### config.mk
export PLATFORM = sky130hd
export DESIGN_NAME = control_unit
export DESIGN_NICKNAME = d
export VERILOG_FILES = /design/src/rtl/control_unit.sv
export SDC_FILE = /design/constraint.sdc
export NUM_CORES = 1
export LEC_CHECK = 0
export CAP_MARGIN = 10
export CELL_PAD_IN_SITES_DETAIL_PLACEMENT = 1
export CELL_PAD_IN_SITES_GLOBAL_PLACEMENT = 1
export CORE_AREA = 5 5 45 62
export CTS_CLUSTER_DIAMETER = 50
export DETAILED_ROUTE_END_ITERATION = 10
export DIE_AREA = 0 0 50 67
export DONT_BUFFER_PORTS = 1
export PLACE_DENSITY_LB_ADDON = 0.1
export SLEW_MARGIN = 20
export SYNTH_ARGS = -nofsm -noshare
export SYNTH_HDL_FRONTEND = slang
export SYNTH_SLANG_ARGS = --single-unit
### constraint.sdc
create_clock -name Clock -period 2.2 [get_ports Clock]
set_input_delay 0.55 -clock Clock [delete_from_list [all_inputs] [get_ports Clock]]
set_output_delay 0.55 -clock Clock [all_outputs]
set_load 0.03 [all_outputs]
### src/rtl/control_unit.sv
// rtl/control_unit.sv - hardwired multi-cycle control sequencer for a 32-bit load/store CPU
//
// Purpose:
//   Steps through fetch (T0-T2) and execute (T3-T7) phases, decoding the
//   instruction class from IR[31:27], and drives the datapath strobes for
//   each step. Strobes depend only on the current step and the class of the
//   instruction held in IR.
//
// Ports:
//   Clock            - system clock, rising edge active
//   Clear            - asynchronous active-low reset
//   IR[31:0]         - instruction register, opcode = IR[31:27]
//   Stop             - halt request, sampled only on the last step of an instruction
//   PCout..RAM_write - memory / register-file strobes
//   Gra..ZLowout     - datapath strobes
//   ALU_op[4:0]      - ALU operation select, combinational from IR
//   Run              - 1 while executing, 0 in HALT
//   State[3:0]       - current step, for debug

module control_unit (
  input  logic        Clock,
  input  logic        Clear,
  input  logic [31:0] IR,
  input  logic        Stop,
  output logic        PCout,
  output logic        MAR_enable,
  output logic        IncPC,
  output logic        PC_enable,
  output logic        MDR_read,
  output logic        MDR_enable,
  output logic        MDRout,
  output logic        IR_enable,
  output logic        RAM_write,
  output logic        Gra,
  output logic        Grb,
  output logic        Grc,
  output logic        R_in,
  output logic        R_out,
  output logic        BAout,
  output logic        Cout,
  output logic        Y_enable,
  output logic        ZLowIn,
  output logic        ZHighIn,
  output logic        ZLowout,
  output logic [4:0]  ALU_op,
  output logic        Run,
  output logic [3:0]  State
);

  typedef enum logic [3:0] {
    S_IDLE = 4'd0,
    S_T0   = 4'd1,
    S_T1   = 4'd2,
    S_T2   = 4'd3,
    S_T3   = 4'd4,
    S_T4   = 4'd5,
    S_T5   = 4'd6,
    S_T6   = 4'd7,
    S_T7   = 4'd8,
    S_HALT = 4'd9
  } state_t;

  localparam logic [4:0] OP_LD   = 5'b00000;
  localparam logic [4:0] OP_LDI  = 5'b00001;
  localparam logic [4:0] OP_ST   = 5'b00010;
  localparam logic [4:0] OP_ADD  = 5'b00011;
  localparam logic [4:0] OP_OR   = 5'b01010;
  localparam logic [4:0] OP_ADDI = 5'b01011;
  localparam logic [4:0] OP_ANDI = 5'b01100;
  localparam logic [4:0] OP_ORI  = 5'b01101;
  localparam logic [4:0] OP_HALT = 5'b11010;

  localparam logic [4:0] ALU_ADD = 5'b00011;
  localparam logic [4:0] ALU_AND = 5'b01001;
  localparam logic [4:0] ALU_OR  = 5'b01010;

  state_t state_q, state_d;

  logic [4:0] opcode;
  logic       is_r, is_imm, is_ldi, is_ld, is_st, is_mem, is_halt;
  logic       is_exec;

  assign opcode  = IR[31:27];
  // R-type occupies the contiguous opcode range add..or.
  assign is_r    = (opcode >= OP_ADD) && (opcode <= OP_OR);
  assign is_imm  = (opcode == OP_ADDI) || (opcode == OP_ANDI) || (opcode == OP_ORI);
  assign is_ldi  = (opcode == OP_LDI);
  assign is_ld   = (opcode == OP_LD);
  assign is_st   = (opcode == OP_ST);
  assign is_mem  = is_ld || is_st;
  assign is_halt = (opcode == OP_HALT);
  // Any class that has an execute phase; everything else (nop, undefined)
  // finishes at T2.
  assign is_exec = is_r || is_imm || is_ldi || is_mem;

  // ---------------------------------------------------------------------
  // State register
  // ---------------------------------------------------------------------
  always_ff @(posedge Clock or negedge Clear) begin
    if (!Clear) begin
      state_q <= S_IDLE;
    end else begin
      state_q <= state_d;
    end
  end

  // ---------------------------------------------------------------------
  // Next-state logic
  // ---------------------------------------------------------------------
  always_comb begin
    state_d = state_q;
    case (state_q)
      S_IDLE: state_d = S_T0;
      S_T0:   state_d = S_T1;
      S_T1:   state_d = S_T2;
      S_T2: begin
        if (is_exec) begin
          state_d = S_T3;
        end else if (is_halt) begin
          state_d = S_HALT;
        end else begin
          // nop / undefined: T2 is the last step, so Stop is honoured here.
          state_d = Stop ? S_HALT : S_T0;
        end
      end
      S_T3:   state_d = S_T4;
      S_T4:   state_d = S_T5;
      S_T5: begin
        if (is_mem) begin
          state_d = S_T6;
        end else begin
          state_d = Stop ? S_HALT : S_T0;
        end
      end
      S_T6:   state_d = S_T7;
      S_T7:   state_d = Stop ? S_HALT : S_T0;
      S_HALT: state_d = S_HALT;
      default: state_d = S_IDLE;
    endcase
  end

  // ---------------------------------------------------------------------
  // Strobe decode (Moore: current step plus instruction class)
  // ---------------------------------------------------------------------
  always_comb begin
    PCout      = 1'b0;
    MAR_enable = 1'b0;
    IncPC      = 1'b0;
    PC_enable  = 1'b0;
    MDR_read   = 1'b0;
    MDR_enable = 1'b0;
    MDRout     = 1'b0;
    IR_enable  = 1'b0;
    RAM_write  = 1'b0;
    Gra        = 1'b0;
    Grb        = 1'b0;
    Grc        = 1'b0;
    R_in       = 1'b0;
    R_out      = 1'b0;
    BAout      = 1'b0;
    Cout       = 1'b0;
    Y_enable   = 1'b0;
    ZLowIn     = 1'b0;
    ZHighIn    = 1'b0;
    ZLowout    = 1'b0;

    case (state_q)
      S_T0: begin
        // PC onto the bus into MAR; the incremented PC is captured in Z.
        PCout      = 1'b1;
        MAR_enable = 1'b1;
        IncPC      = 1'b1;
        ZLowIn     = 1'b1;
      end
      S_T1: begin
        ZLowout    = 1'b1;
        PC_enable  = 1'b1;
        MDR_read   = 1'b1;
        MDR_enable = 1'b1;
      end
      S_T2: begin
        MDRout     = 1'b1;
        IR_enable  = 1'b1;
      end
      S_T3: begin
        if (is_ldi || is_mem) begin
          // Base register read through BAout so r0 reads as zero.
          Grb      = 1'b1;
          BAout    = 1'b1;
          Y_enable = 1'b1;
        end else if (is_r || is_imm) begin
          Grb      = 1'b1;
          R_out    = 1'b1;
          Y_enable = 1'b1;
        end
      end
      S_T4: begin
        if (is_r) begin
          Grc     = 1'b1;
          R_out   = 1'b1;
          ZLowIn  = 1'b1;
          ZHighIn = 1'b1;
        end else if (is_imm) begin
          Cout    = 1'b1;
          ZLowIn  = 1'b1;
          ZHighIn = 1'b1;
        end else if (is_ldi || is_mem) begin
          Cout    = 1'b1;
          ZLowIn  = 1'b1;
        end
      end
      S_T5: begin
        if (is_mem) begin
          // Effective address from Z into MAR.
          ZLowout    = 1'b1;
          MAR_enable = 1'b1;
        end else if (is_r || is_imm || is_ldi) begin
          ZLowout    = 1'b1;
          Gra        = 1'b1;
          R_in       = 1'b1;
        end
      end
      S_T6: begin
        if (is_ld) begin
          MDR_read   = 1'b1;
          MDR_enable = 1'b1;
        end else if (is_st) begin
          // MDR loads from the bus, not memory, for a store.
          Gra        = 1'b1;
          R_out      = 1'b1;
          MDR_enable = 1'b1;
        end
      end
      S_T7: begin
        if (is_ld) begin
          MDRout    = 1'b1;
          Gra       = 1'b1;
          R_in      = 1'b1;
        end else if (is_st) begin
          RAM_write = 1'b1;
        end
      end
      default: ;
    endcase
  end

  // ---------------------------------------------------------------------
  // ALU operation select, straight from IR
  // ---------------------------------------------------------------------
  always_comb begin
    ALU_op = 5'b00000;
    if (is_r) begin
      ALU_op = opcode;
    end else if ((opcode == OP_ADDI) || is_ld || is_ldi || is_st) begin
      ALU_op = ALU_ADD;
    end else if (opcode == OP_ANDI) begin
      ALU_op = ALU_AND;
    end else if (opcode == OP_ORI) begin
      ALU_op = ALU_OR;
    end
  end

  assign Run   = (state_q != S_HALT);
  assign State = state_q;

endmodule

==> metrics.txt, run 1 <==
endpoints failing hold 0; met2 Track Usage GR 27.0%; #FFs+latches synth 4; layout cells sized above 1 51.7%; synthesized instance count 99; initial antenna violation count 0; compound-cell area share of the yosys netlist 27.0%; Port Buffers 0; DP Area 972 um^2; Syn Nets 134; Final setup violation count 7; Tot GR Track Use 14.7%; ranking of synthesized cells by area dfrtp_1, nand2_1, nand2b_1, nor3_1, nor2_1; Power Dens Cells 1170 mW/mm^2; first-pass GRT wire length 3970 um; Final nets 156; busiest grt layer met2; ANT nets after route 0; DRC 0; Max rail drop VDD 0.000689 V; Ys Warns 0; synthesized-area fraction occupied by adder cells 0%; Root Driver clkbuf_4; Critical Path AT 1790 ps; Core Util, Final 52.7%; Num CTS Buffers 3; post-DP HPWL 1740 um; Max Fclk 427 MHz; largest net degree at the start of global routing 17; Starting Density 31.0%; clock-pin slew on the worst setup and hold paths 30 ps; Die ar. 0.00335 mm^2; DR WL/cell 16.8 um; Iter 0 DRT Violations 7; cells along the critical path or4_4 > nor4_4 > buf_4 > inv_2 > o21ai_4; Core Region 0.00215 mm^2; number of flip-flops in the largest register 4; Setup crit end kind output pin; Cell Area, Synth 668 um^2; FP Rows 20; period utilization 106%; met3 Use GR 3.36%; Max Slew Vio Count 0; Syn Area/Cell 6.75 um^2; die width 50 um; diode count 0; crit-path max FO 11; Async SR Flop Fraction 100%; worst slack, placed -218 ps; DRT Pass-1 Iters 4; Max Root-Sink Buffers 2; Syn-to-layout area delta 69.7%; worst setup path category in2out; post-synthesis mux area share 0%; Clock Skew 10.6 ps; Die H 67 um; Synth Area in Simple Gates 43.8%; Clock Latency Late Sink 240 ps; vias after detailed routing 798; Worst Path Buf+Inv 2; share of the synthesized area in the top cell type 15.0%; met1 Track Usage GR 16.0%; clock sinks 4; worst hold-check path type in2reg; largest family of logic cells by synthesized area simple AND/OR/NAND/NOR gates; Seq/Total Area, Yosys 15.0%; worst endpoint required time 1650 ps; Lkg Pwr 0.449 nW; number of fill cells 249; max-cap violations 0; outcome finished with violations; flop-to-flop setup slack 720 ps; Post-synth EDFFs 0; final wirelength 2390 um; RSZ-0062 raised after global routing yes; CP Launch Type input port; number of global-route vias before repair 858; gr ovfl total 0; Final min period 2340 ps; TritonCTS clock tree done; Final WS setup -143 ps; failing checks negative setup slack; Final Power 1.33 mW; vias per std cell 5.62; Slowest-stage cell, CP or4_4; ys flop type dfrtp_1; Top Ports 65; GPL Wtd Cong 0.783; CP top delay family simple AND/OR/NAND/NOR gates; post-route cell area 0.00113 mm^2; count of different cell masters after synthesis 43; htree depth 1; Setup TNS Final -601 ps; Synth area leader dfrtp_1; CP peak stage delay 540 ps; post-synthesis xor/xnor area fraction 1.31%
-- worst reg2reg max path: cells and delay by family (launching register included) --
family,cells,cell delay (ps)
simple gates,2,660
flops,1,400
compound gates,1,300
-- what timing repair did --
action	in CTS	in global routing
gates resized for setup	17	9
setup buffers	2	1
hold endpoints to repair	2	2
pin swaps	5	6
setup endpoints to repair	15	12
hold buffers	1	1
-- per-stage QoR --
stage                     cells  hold WS (ps)
final                       142           539
after global routing        142           523
after CTS                   140          7.88
after detailed placement    133           255
after global placement      133           255
after floorplan              99           254
-- power breakdown --
group	leakage (nW)	switching (mW)	total, mW	internal (mW)
Clock	0.0150	0.0298	0.0978	0.0680
Combinational	0.387	0.646	1.05	0.409
Sequential	0.0466	0.0609	0.173	0.112
Total	0.449	0.736	1.33	0.589
-- logic make-up (layout without fill, tap and decap cells) --
family | count (synthesis) | in the layout
flip-flops | 4 | 4
AND/OR/NAND/NOR | 52 | 52
AO/OA/AOI/OAI | 25 | 25
buffers and inverters | 16 | 37
other | 1 | 1
XOR/XNOR | 1 | 1
-- cells in the mapped netlist, types with 3 or more instances --
master / instances
clkbuf_1: 4
nand2_1: 11
a21oi_1: 4
buf_4: 3
nor3_1: 7
dfrtp_1: 4
a31oi_1: 3
nor2b_1: 3
nor2_1: 8
inv_1: 4
buf_2: 3
nand2b_1: 6
-- area by class of cell --
type	instances	area [um^2]	share of cell area, %
Timing Repair Buffer	29	297	26.2
Inverter	4	15.0	1.32
Tap cell	22	27.5	2.43
Clock buffer	4	26.3	2.32
Sequential cell	4	104	9.16
Multi-Input combinational cell	79	664	58.6
-- cells in the final DEF (no fill, tap or decap), types with 3 or more instances in the layout --
master	count
a21oi_1	4
nand2_1	11
nor2_1	6
nor2b_1	3
buf_12	4
dfrtp_2	3
a31oi_1	3
nand2b_1	4
buf_4	15
buf_6	7
clkbuf_4	3
nor3_4	4
-- path summary, 6_finish.rpt --
kind	startpoint	to	depth (start not counted)
hold reg to reg	State[3]	State[1]	2
setup reg to reg	State[0]	State[2]	3
max in group asynchronous	Clear	State[2]	1
setup / recovery	IR[27]	MDRout	5
hold / removal	Stop	State[3]	2
min in group asynchronous	Clear	State[1]	1
-- routing by layer --
metal  share of wire (%)  wire length (um)
met1                  36               858
met2                  60              1430
met3                 4.2               100
met4                   0                 0
met5                   0                 0
(Power assumes the default switching activity.)
==> inputs of run 2 (changes only) <==
SLEW_MARGIN = 30   (was 20)
==> results of run 2 <==
Final layout, timing and power as in run 1 (identical DEF).
==> inputs of run 3 (changes only) <==
SKIP_CTS_REPAIR_TIMING = 1   (was not set)
==> run 3 against run 2 <==
Net effect: the run still ends with negative setup slack left; core utilization decreased by 2.0 points; total power decreased by 2.4%; clock-buffer cell count unchanged; wire length decreased by 2.9%; flip-flop and latch count unchanged; cell count decreased by 1.4%; first-iteration DRC count decreased by 14%; critical path depth unchanged; die area unchanged; design area decreased by 3.9%; non-clock buffer count decreased by 2; via count decreased by 0.50%; largest cell class unchanged.
==> metrics.txt, run 3 (synthesis gave the netlist of run 1 again) <==
Final setup violation count 8 (+1); busiest grt layer met2; met2 Track Usage GR 25.5% (-1.6 points); worst endpoint required time 1650 ps (about the same); Critical Path AT 1860 ps (+70 ps); DR WL/cell 16.5 um (-1.5%); most common cell after layout, fill and taps aside buf_4; first-pass GRT wire length 3850 um (-2.9%); Die ar. 0.00335 mm^2 (unchanged); worst reg2reg path endpoint State[2]; Final min period 2410 ps (+62.5 ps); Syn-to-layout area delta 63.1%; die width 50 um (unchanged); DRC 0 (unchanged); Core Region 0.00215 mm^2 (unchanged); post-DP HPWL 1740 um (unchanged); met3 Use GR 3.58% (+0.22 points); outcome finished with violations; Top Ports 65 (unchanged); Max Fclk 416 MHz (-2.6%); Worst R2R Path Depth 3 (unchanged); failing checks negative setup slack; initial antenna violation count 0 (unchanged); htree depth 1 (unchanged); R2R Path Start State[0]; number of flip-flops in the largest register 4 (unchanged); final wirelength 2320 um (-2.9%); gr ovfl total 0 (unchanged); Clock Latency Late Sink 240 ps (about the same); Port Buffers 0 (unchanged); Max Slew Vio Count 0 (unchanged); Max rail drop VDD 0.000670 V (-2.9%); Max Root-Sink Buffers 2 (unchanged); Tot GR Track Use 14.1% (-0.55 points); FP Rows 20 (unchanged); Root Driver clkbuf_4; period utilization 109% (+2.8 points); most frequent cells in the layout buf_4, nand2_1, nor2_1; Worst Path Buf+Inv 2 (unchanged); largest net degree at the start of global routing 17 (unchanged); worst hold-check path type in2reg; RSZ-0062 raised after global routing yes; max-cap violations 0 (unchanged); Core Util, Final 50.6% (-2.0 points); diode count 0 (unchanged); Slowest-stage cell, CP or4_4; Lkg Pwr 0.433 nW (-3.4%); hold path depth 2 (unchanged); endpoints failing hold 0 (unchanged); Setup crit end kind output pin; hold_sp Stop; GPL Wtd Cong 0.783 (unchanged); clock sinks 4 (unchanged); layout cells sized above 1 52.5% (+0.88 points); vias after detailed routing 794 (-0.50%); Starting Density 31.0% (unchanged); met1 Track Usage GR 15.2% (-0.81 points); hold path endpoint State[3]; cells along the critical path or4_4 > nor4_4 > buf_4 > inv_2 > o21ai_4; worst setup path category in2out; Power Dens Cells 1190 mW/mm^2 (+1.5%); crit-path max FO 11 (unchanged); clock-pin slew on the worst setup and hold paths 30 ps (about the same); Clock Skew 12.2 ps (+1.59 ps); vias per std cell 5.67 (+0.92%); flop-to-flop setup slack 720 ps (about the same); Die H 67 um (unchanged); TritonCTS clock tree done; Final WS setup -205 ps (-62.5 ps); Num CTS Buffers 3 (unchanged); number of global-route vias before repair 825 (-3.8%); CP Launch Type input port; ANT nets after route 0 (unchanged); CP top delay family simple AND/OR/NAND/NOR gates; Final nets 154 (-1.3%); CP peak stage delay 540 ps (about the same); Final Power 1.29 mW (-2.4%); DRT Pass-1 Iters 4 (unchanged); Iter 0 DRT Violations 6 (-1)
[run 3: cell type report]
cell class              instances  area (um^2)
fillers                       255         1060
multi-input cells              79          657
repair buffers                 27          260
flip-flops and latches          4          104
well taps                      22         27.5
clock buffers                   4         26.3
inverters                       4         15.0
[run 3: layer usage]
| metal | part of all wire [%] | vias to the layer above |
|---|---|---|
| met5 | 0 | - |
| met4 | 0 | 0 |
| met3 | 5.1 | 0 |
| met2 | 58 | 20 |
| met1 | 37 | 381 |
| li1 | - | 393 |
[run 3: worst register-to-register path: stages, from the launching register on]
cell and delay (ps):
dfrtp_2 390, or4_4 440, or2_0 220, a311oi_1 310
[run 3: worst max path at each step]
stage / endpoint / cells past startpoint / slack, ps / from
final: MDRout / 5 / -210 / IR[27]
after global routing: MDRout / 5 / -280 / State[0]
after CTS: BAout / 4 / -310 / State[2]
after detailed placement: RAM_write / 5 / -220 / IR[27]
after global placement: RAM_write / 5 / -230 / IR[27]
after floorplan: BAout / 3 / -240 / State[2]
[run 3: where the power goes]
group / switching [mW] / internal (mW) / total [mW]
registers: 0.0582 / 0.112 / 0.170
clock network: 0.0315 / 0.0681 / 0.0996
logic: 0.640 / 0.384 / 1.02
[run 3: through the flow]
| stage | instance area, um^2 | setup TNS, ps | setup slack [ps] | instances | hold WS (ps) |
|---|---|---|---|---|---|
| floorplan | 782 | -1000 | -238 | 99 | 254 |
| global placement | 972 | -927 | -227 | 133 | 255 |
| detailed placement | 972 | -945 | -218 | 133 | 255 |
| CTS | 998 | -2900 | -315 | 137 | -6.75 |
| global route | 1090 | -1650 | -278 | 140 | 559 |
| finish | 1090 | -867 | -205 | 140 | 537 |
